### src/rtl/strip_window_buffer_if.sv
// Avalon read-data beat bus feeding the strip window buffer.
// The read master drives it, the buffer consumes it.
interface strip_window_buffer_if #(
    parameter int DATA_WIDTH = 32
);
    logic [DATA_WIDTH-1:0] master_readdata;
    logic                  master_readdatavalid;

    modport master (
        output master_readdata,
        output master_readdatavalid
    );

    modport slave (
        input master_readdata,
        input master_readdatavalid
    );
endinterface

### src/rtl/strip_window_buffer.sv
// 3x8 pixel strip with a staging row.
// Serves registered 3x3 windows to the cartoon filter.
module strip_window_buffer #(
    parameter int DATA_WIDTH = 32
) (
    input  logic                      clk,
    input  logic                      n_rst,
    strip_window_buffer_if.slave      rd,
    input  logic                      shift_enable24,
    input  logic                      load_read_buffer,
    input  logic                      shift_enable8,
    input  logic                      pixel_enable,
    output logic                      done_read24,
    output logic                      done_load_read_buffer,
    output logic                      done_shift8,
    output logic [9*DATA_WIDTH-1:0]   window_out,
    output logic                      window_valid
);

    logic [DATA_WIDTH-1:0] strip   [3][8];
    logic [DATA_WIDTH-1:0] staging [8];
    logic [4:0]            fill_cnt;
    logic [3:0]            stage_cnt;
    logic [2:0]            col_ptr;

    logic       fill_beat;
    logic       fill_last;
    logic       do_shift;
    logic       stage_beat;
    logic [2:0] stage_idx;

    assign fill_beat = shift_enable24 && rd.master_readdatavalid;
    assign fill_last = (fill_cnt == 5'd23);
    assign do_shift  = shift_enable8 && (stage_cnt == 4'd8);

    // A shift frees the staging row, so a beat in that cycle lands in slot 0.
    assign stage_beat = load_read_buffer && rd.master_readdatavalid &&
                        !shift_enable24 &&
                        ((stage_cnt != 4'd8) || do_shift);
    assign stage_idx  = do_shift ? 3'd0 : stage_cnt[2:0];

    assign done_load_read_buffer = (stage_cnt == 4'd8);

    always_ff @(posedge clk or negedge n_rst) begin
        if (!n_rst) begin
            for (int r = 0; r < 3; r++) begin
                for (int c = 0; c < 8; c++) begin
                    strip[r][c] <= '0;
                end
            end
            for (int c = 0; c < 8; c++) begin
                staging[c] <= '0;
            end
            fill_cnt     <= '0;
            stage_cnt    <= '0;
            col_ptr      <= '0;
            done_read24  <= 1'b0;
            done_shift8  <= 1'b0;
            window_out   <= '0;
            window_valid <= 1'b0;
        end else begin
            done_read24  <= fill_beat && fill_last;
            done_shift8  <= do_shift;
            window_valid <= pixel_enable;

            if (pixel_enable) begin
                for (int r = 0; r < 3; r++) begin
                    for (int c = 0; c < 3; c++) begin
                        window_out[(3*r+c)*DATA_WIDTH +: DATA_WIDTH] <=
                            strip[r][col_ptr + 3'(c)];
                    end
                end
                col_ptr <= (col_ptr == 3'd5) ? 3'd0 : col_ptr + 3'd1;
            end

            // Later assignments intentionally override the col_ptr advance.
            if (do_shift) begin
                for (int c = 0; c < 8; c++) begin
                    strip[0][c] <= strip[1][c];
                    strip[1][c] <= strip[2][c];
                    strip[2][c] <= staging[c];
                end
                stage_cnt <= '0;
                col_ptr   <= '0;
            end

            if (fill_beat) begin
                strip[fill_cnt[4:3]][fill_cnt[2:0]] <= rd.master_readdata;
                if (fill_last) begin
                    fill_cnt <= '0;
                    col_ptr  <= '0;
                end else begin
                    fill_cnt <= fill_cnt + 5'd1;
                end
            end

            if (stage_beat) begin
                staging[stage_idx] <= rd.master_readdata;
                stage_cnt <= do_shift ? 4'd1 : stage_cnt + 4'd1;
            end
        end
    end

endmodule

### src/flat_wrapper.sv
// flat-port wrapper written by rule: the top's interface ports become plain ports
module strip_window_buffer_flat 
#(
    parameter int DATA_WIDTH = 32
)
  (clk, n_rst, shift_enable24, load_read_buffer, shift_enable8, pixel_enable, done_read24, done_load_read_buffer, done_shift8, window_out, window_valid, rd_master_readdata, rd_master_readdatavalid);
  strip_window_buffer_if #(.DATA_WIDTH(DATA_WIDTH)) rd_i ();
  input  logic clk;
  input  logic n_rst;
  input  logic shift_enable24;
  input  logic load_read_buffer;
  input  logic shift_enable8;
  input  logic pixel_enable;
  output logic done_read24;
  output logic done_load_read_buffer;
  output logic done_shift8;
  output logic [9*DATA_WIDTH-1:0] window_out;
  output logic window_valid;
  input wire logic [$bits(rd_i.master_readdata)-1:0] rd_master_readdata;
  input wire logic [$bits(rd_i.master_readdatavalid)-1:0] rd_master_readdatavalid;
  assign rd_i.master_readdata = rd_master_readdata;
  assign rd_i.master_readdatavalid = rd_master_readdatavalid;
  strip_window_buffer #(.DATA_WIDTH(DATA_WIDTH)) u_core (.clk(clk), .n_rst(n_rst), .rd(rd_i), .shift_enable24(shift_enable24), .load_read_buffer(load_read_buffer), .shift_enable8(shift_enable8), .pixel_enable(pixel_enable), .done_read24(done_read24), .done_load_read_buffer(done_load_read_buffer), .done_shift8(done_shift8), .window_out(window_out), .window_valid(window_valid));
endmodule
### config.mk
export PLATFORM = sky130hd
export DESIGN_NAME = strip_window_buffer_flat
export DESIGN_NICKNAME = d
export VERILOG_FILES = /design/src/rtl/strip_window_buffer_if.sv /design/src/rtl/strip_window_buffer.sv /design/src/flat_wrapper.sv
export SDC_FILE = /design/constraint.sdc
export NUM_CORES = 2
export LEC_CHECK = 0
export BUFFER_PORTS_ARGS = -buffer_cell sky130_fd_sc_hd__buf_4
export CAP_MARGIN = 20
export CELL_PAD_IN_SITES_DETAIL_PLACEMENT = 1
export CELL_PAD_IN_SITES_GLOBAL_PLACEMENT = 1
export CORE_MARGIN = 2
export CORE_UTILIZATION = 49
export DETAILED_ROUTE_END_ITERATION = 10
export GPL_TIMING_DRIVEN = 0
export HOLD_SLACK_MARGIN = 0.12
export PLACE_DENSITY = 0.81
export SLEW_MARGIN = 20
export SYNTH_ARGS = -nofsm -noshare
export SYNTH_HDL_FRONTEND = slang
export SYNTH_SLANG_ARGS = --single-unit
### constraint.sdc
create_clock -name clk -period 2.8 [get_ports clk]
set_input_delay 0.56 -clock clk [delete_from_list [all_inputs] [get_ports clk]]
set_output_delay 0.56 -clock clk [all_outputs]
set_load 0.03 [all_outputs]
==> Word-level counts from Yosys, hierarchy flattened <==
Cells that the tools add are included.
{ "op_classes": {"addsub": 4, "n_mul": 0, "div_mod_pow": 0, "magnitude_cmp": 9, "n_eq_ne": 4, "shift": 0, "mux": 47, "bitwise_logic": 6, "reduce_logical": 12} }
{ "ops": {"columns": ["op", "n"], "rows": [
  ["$mux W768", 2],
  ["$bmux W32 S3", 9],
  ["$bwmux W768", 1],
  ["$mux W32", 20],
  ["$demux W256 S2", 1],
  ["$bwmux W256", 1],
  ["$mux W256", 1],
  ["$demux W32 S3", 2],
  ["$ge A4 B4 Y1 const B", 5],
  ["$not A3 Y4", 5],
  ["$mux W3", 6],
  ["$mux W4", 3],
  ["$logic_and A1 B1 Y1", 9],
  ["$lt A4 B1 Y1 const B", 2],
  ["$add A5 B1 Y5 const B", 1],
  ["$eq A5 B5 Y1 const B", 1],
  ["$mux W5", 1],
  ["$add A4 B1 Y4 const B", 1],
  ["$eq A4 B4 Y1 const B", 1],
  ["$ne A4 B4 Y1 const B", 1],
  ["$add A3 B1 Y3 const B", 1],
  ["$add A3 B2 Y3 const B", 1],
  ["$eq A3 B3 Y1 const B", 1],
  ["$ge A3 B3 Y1 const B", 1],
  ["other kinds (5)", 5]
]} }
{ "word_totals": {"reg_bits": 1327, "latch_bits": 0, "ram_bits": 0, "mem_bits_ro": 0, "input_bits": 39, "out_inout_bits": 292, "wordCells": 121, "n_memories": 0} }

==> Logic depth before layout (Yosys ltp) <==
{ "logic_depth": {"depth_word": 9, "ltp_mapped": 11, "mapped_depth_nobuf": 9} }

==> Worst setup path after synthesis <==
Ideal clock, no wire load.
{ "synth_timing": {"path_type": "register to register", "from": "register u_core.col_ptr[1]", "to": "register u_core.window_out[152]", "setup_time_ps": 120, "t_arrival_ps": 2414, "t_required_ps": 2680, "path_slack_ps": 266, "stages_incl_launch_ff": 11, "n_path_buf": 5, "synth_period_minus_slack_ps": 2534, "path_cell_list": "dfrtp_1 -> buf_2 -> inv_2 -> clkbuf_1 -> ha_1 -> buf_2 -> buf_2 -> buf_1 -> mux2i_1 -> a22oi_1 -> a31o_2"} }
{ "synth_between": {"elab_chain_cells": 5} }
{ "synth_lines": {"columns": ["item", "line_no", "rtl"], "rows": [
  ["start, declared", "strip_window_buffer.sv:24", "logic [2:0] col_ptr;"],
  ["start signal, assigned", "strip_window_buffer.sv:73", "col_ptr <= (col_ptr == 3'd5) ? 3'd0 : col_ptr + 3'd1;"],
  ["$add A3 B1 Y3", "strip_window_buffer.sv:70", "strip[r][col_ptr + 3'(c)];"],
  ["$not A3 Y4 (not written as such)", "strip_window_buffer.sv:70", null],
  ["$bmux W32 S3", "strip_window_buffer.sv:70", null],
  ["$mux W32 (not written as such) (2 in series)", "strip_window_buffer.sv:70", null],
  ["end signal, assigned by index", "strip_window_buffer.sv:69", "window_out[(3*r+c)*DATA_WIDTH +: DATA_WIDTH] <="],
  ["end, declared", "strip_window_buffer.sv:16", "output logic [9*DATA_WIDTH-1:0] window_out,"]
]} }
Every way passes these cells. The select of a mux whose other input is x is not followed.
A chain may end at the register's enable or synchronous reset.

==> Final worst setup path <==
{ "layout_timing": {"from": "register u_core.col_ptr[1]", "to": "register u_core.window_out[208]"} }
{ "layout_between": {"elab_chain_cells": 4} }
{ "layout_lines": {"columns": ["item", "line_no"], "rows": [
  ["$not A3 Y4 (not written as such)", "strip_window_buffer.sv:70"],
  ["$bmux W32 S3", "strip_window_buffer.sv:70"],
  ["$mux W32 (not written as such) (2 in series)", "strip_window_buffer.sv:70"]
]} }
Every way passes these cells. The select of a mux whose other input is x is not followed.

==> results.toml <==
[yosys]
ys_seq_elements = 1327
synth_top_family_by_area = "multiplexers"
synthSimpleGateAreaFrac_pct = 11.1
synth.cell_area_um2 = 70400
synthMuxAreaShare_pct = 23.6
synth_most_common_cell = "dfrtp_1"
syn-num-nets = 7078
synth_flop_cell = "dfrtp_1"
synth_area_per_cell_um2 = 10.0
synth_cell_types = 56
yosys.area_share.adder_pct = 0.0889
synth_area_leaders = "dfrtp_1, mux2i_1, nand2_1"
yosys_warnings = 0
synth_edf_count = 0
synth_top_area_share_pct = 47.2
synthXorXnorAreaFrac_pct = 0.0498
yosysSeqAreaShare_pct = 47.2
synth_compound_area_share_pct = 13.7
synthArstFlopShare_pct = 100
netlist_instances = 7034
synthTopCellsByCount = "dfrtp_1, nand2_1, mux2i_1, nor2_1, clkbuf_1"
synth_largest_area_cell = "dfrtp_1"

[sta]
hold_viol_final = 0
setup_viol = 175
fin_crit_ns = 3.02
grt_setup_unrepaired = "yes"
relSlewSlack_pct = 7.58
max_freq_mhz = 332
drv_slew = 0
fin_ws_ns = -0.215
min_period_over_period_pct = 108
worst_pin_slew_ns = 1.39
fin_skew_ns = 0.0473

[clock_network]
max-clock-path-buffers = 3
cts_root_buf = "clkbuf_16"
h-tree-depth = 4
insertion_delay_ns = 0.86
cts_sinks = 1327
cts_tree = "done"
clk_pin_slew_ns = 0.07
cts_buffers = 152

[worst_hold_path]
holdCritPathClass = "input port to asynchronous set/reset pin"

[global_routing]
track_usage_pct = 56.4
grt-ovfl-total = 0
grt_start_max_net_pins = 145
antenna_found_initial = 28
grt_pass1_wl_mm = 575
grt_pass1_vias = 72300

[routing]
drc = 0
wl_mm = 423
first_iter_violations = 10900
wire_per_inst_um = 44.0
vias = 70800
ant_nets = 0
drt-vias-per-instance = 7.36
dr.pass1.iters = 6

[cells_and_area]
area_delta_synth_final_pct = 17.8
fill_cells = 15400
nNetsFinal = 7617
final_util_pct = 57.9
drive_gt1_share_pct = 19.9

[outcome]
failed_checks = "setup timing"
outcome = "finished, violations left"

[setup_path]
cp_max_fo = 10
start_kind = "flip-flop"
arrival_ns = 3.77
crit_required_ns = 3.56
cp_slowest_cell = "buf_1"
cp_cell_sequence = "buf_8, inv_2, clkbuf_2, buf_1, a21oi_2, a21oi_1"
r2r_slack_ns = -0.22
reg2regPathDepth = 6
path_class = "flip-flop to flip-flop"
critPathMaxStageDelay_ns = 0.88
cp-end-kind = "flip-flop"

[die]
start_util_pct = 49.2
io_pins = 331
die_y_um = 383
core_area_um2 = 143000
die_area_um2 = 147000
die-width_um = 383
rows = 139

[power]
total_power_mw = 114
p_leak_nw = 35.8
p_per_area_nw_per_um2 = 1380
vdd_drop_max_uv = 883

[flow_run]
max_cap_violations = 0

[placement]
io_buffers = 328
gp_congestion = 1.05
hpwl_mm = 308
==> routing by layer <==
metal	up-vias	share of wire [%]	routed length (um)	global-route usage, %
li1	26300	-	-	-
met1	35600	36	150000	70.1
met2	6811	40	169000	77.5
met3	2139	15	65400	24.1
met4	32	9.1	38600	41.5
met5	-	0.11	462	2.35
==> registers in the layout, summed over array words and instances (netlist names) <==
register and count:
u_core.window_out 288, u_core.strip 768, u_core.done_shift8 1, u_core.fill_cnt 5, u_core.col_ptr 3, u_core.done_read24 1
u_core.window_valid 1, u_core.stage_cnt 4, u_core.staging 256
==> worst max-delay path: cells and delay by family, from the launching register on <==
| kind | cells | cell delay (ns) |
|---|---|---|
| compound gates | 2 | 0.59 |
| buf+inv | 4 | 1.88 |
| flops | 1 | 0.44 |
==> cells in the final DEF (no fill, tap or decap), drive strengths merged, types with 13 or more instances in the layout <==
cell type,Yosys,routed
dlygate4sd3,0,35
diode,0,22
dfrtp,1327,1327
clkbuf,459,689
nor2,612,612
nor2b,96,96
a21oi,293,293
buf,232,569
o22ai,239,239
nor3,50,50
o21ai,421,421
mux2,256,256
clkinv,0,32
nand2,1132,1132
a31o,96,96
mux2i,1087,1087
inv,6,13
a22oi,192,192
bufinv,0,13
mux4,121,121
a31oi,353,353
==> where the power goes <==
part	internal (mW)	total [mW]	switching, mW
logic	19.4	51.6	32.3
registers	26.6	40.7	14.1
clock network	12.3	22.0	9.67
total	58.3	114	56.1
==> cell type report <==
class                      instances  area [um^2]  area share, %
tap                             1903         2380           2.87
buffer                           680         3920           4.73
clock buffer                     217         4410           5.32
antenna                           22         55.1         0.0664
timing repair buffer             396         3450           4.17
sequential                      1327        33200           40.1
clock inverter                    59          878           1.06
multi-input combinational       5010        34500           41.7
inverter                           6         25.0         0.0302
==> kinds of logic after synthesis <==
logic type                 count (synthesis)
xor gates and xnor gates                   4
and+or+nand+nor                         1935
DFF                                     1327
buffers and inverters                    697
AOI/OAI and AO/OA                       1602
adders and majority gates                  5
muxes                                   1464
==> repair_timing <==
item,CTS,global route
cloned,0,1
endpoints found under the setup margin,809,1072
hold buffers,35,0
setup buffers,5,7
pin swaps,1,5
resized for setup,309,166
endpoints found under the hold margin,192,0
==> path summary, 6_finish.rpt <==
| path | startpoint | end |
|---|---|---|
| max in group asynchronous | n_rst | u_core.strip[698] |
| min in group clk | rd_master_readdatavalid | u_core.fill_cnt[1] |
| worst min register to register | u_core.window_out[267] | u_core.window_out[267] |
| worst min-delay path | n_rst | u_core.staging[136] |
| worst max-delay path | u_core.col_ptr[1] | u_core.window_out[208] |
| worst max register to register | u_core.col_ptr[1] | u_core.window_out[208] |
==> per-stage QoR <==
stage	TNS (ns)	hold WS, ns	instance area, um^2	cells	setup slack (ns)
after floorplan	0	0.264	70400	7034	0.266
after global placement	-	0.467	75200	9265	-15.52
after detailed placement	-268.32	0.469	75800	9285	-1.77
after CTS	-0.00408	0.277	82300	9595	-0.00308
after global routing	-0.957	0.310	82800	9604	-0.0605
final	-6.95	0.249	82900	9620	-0.215
Note: power is estimated with default switching activity, not from simulation.
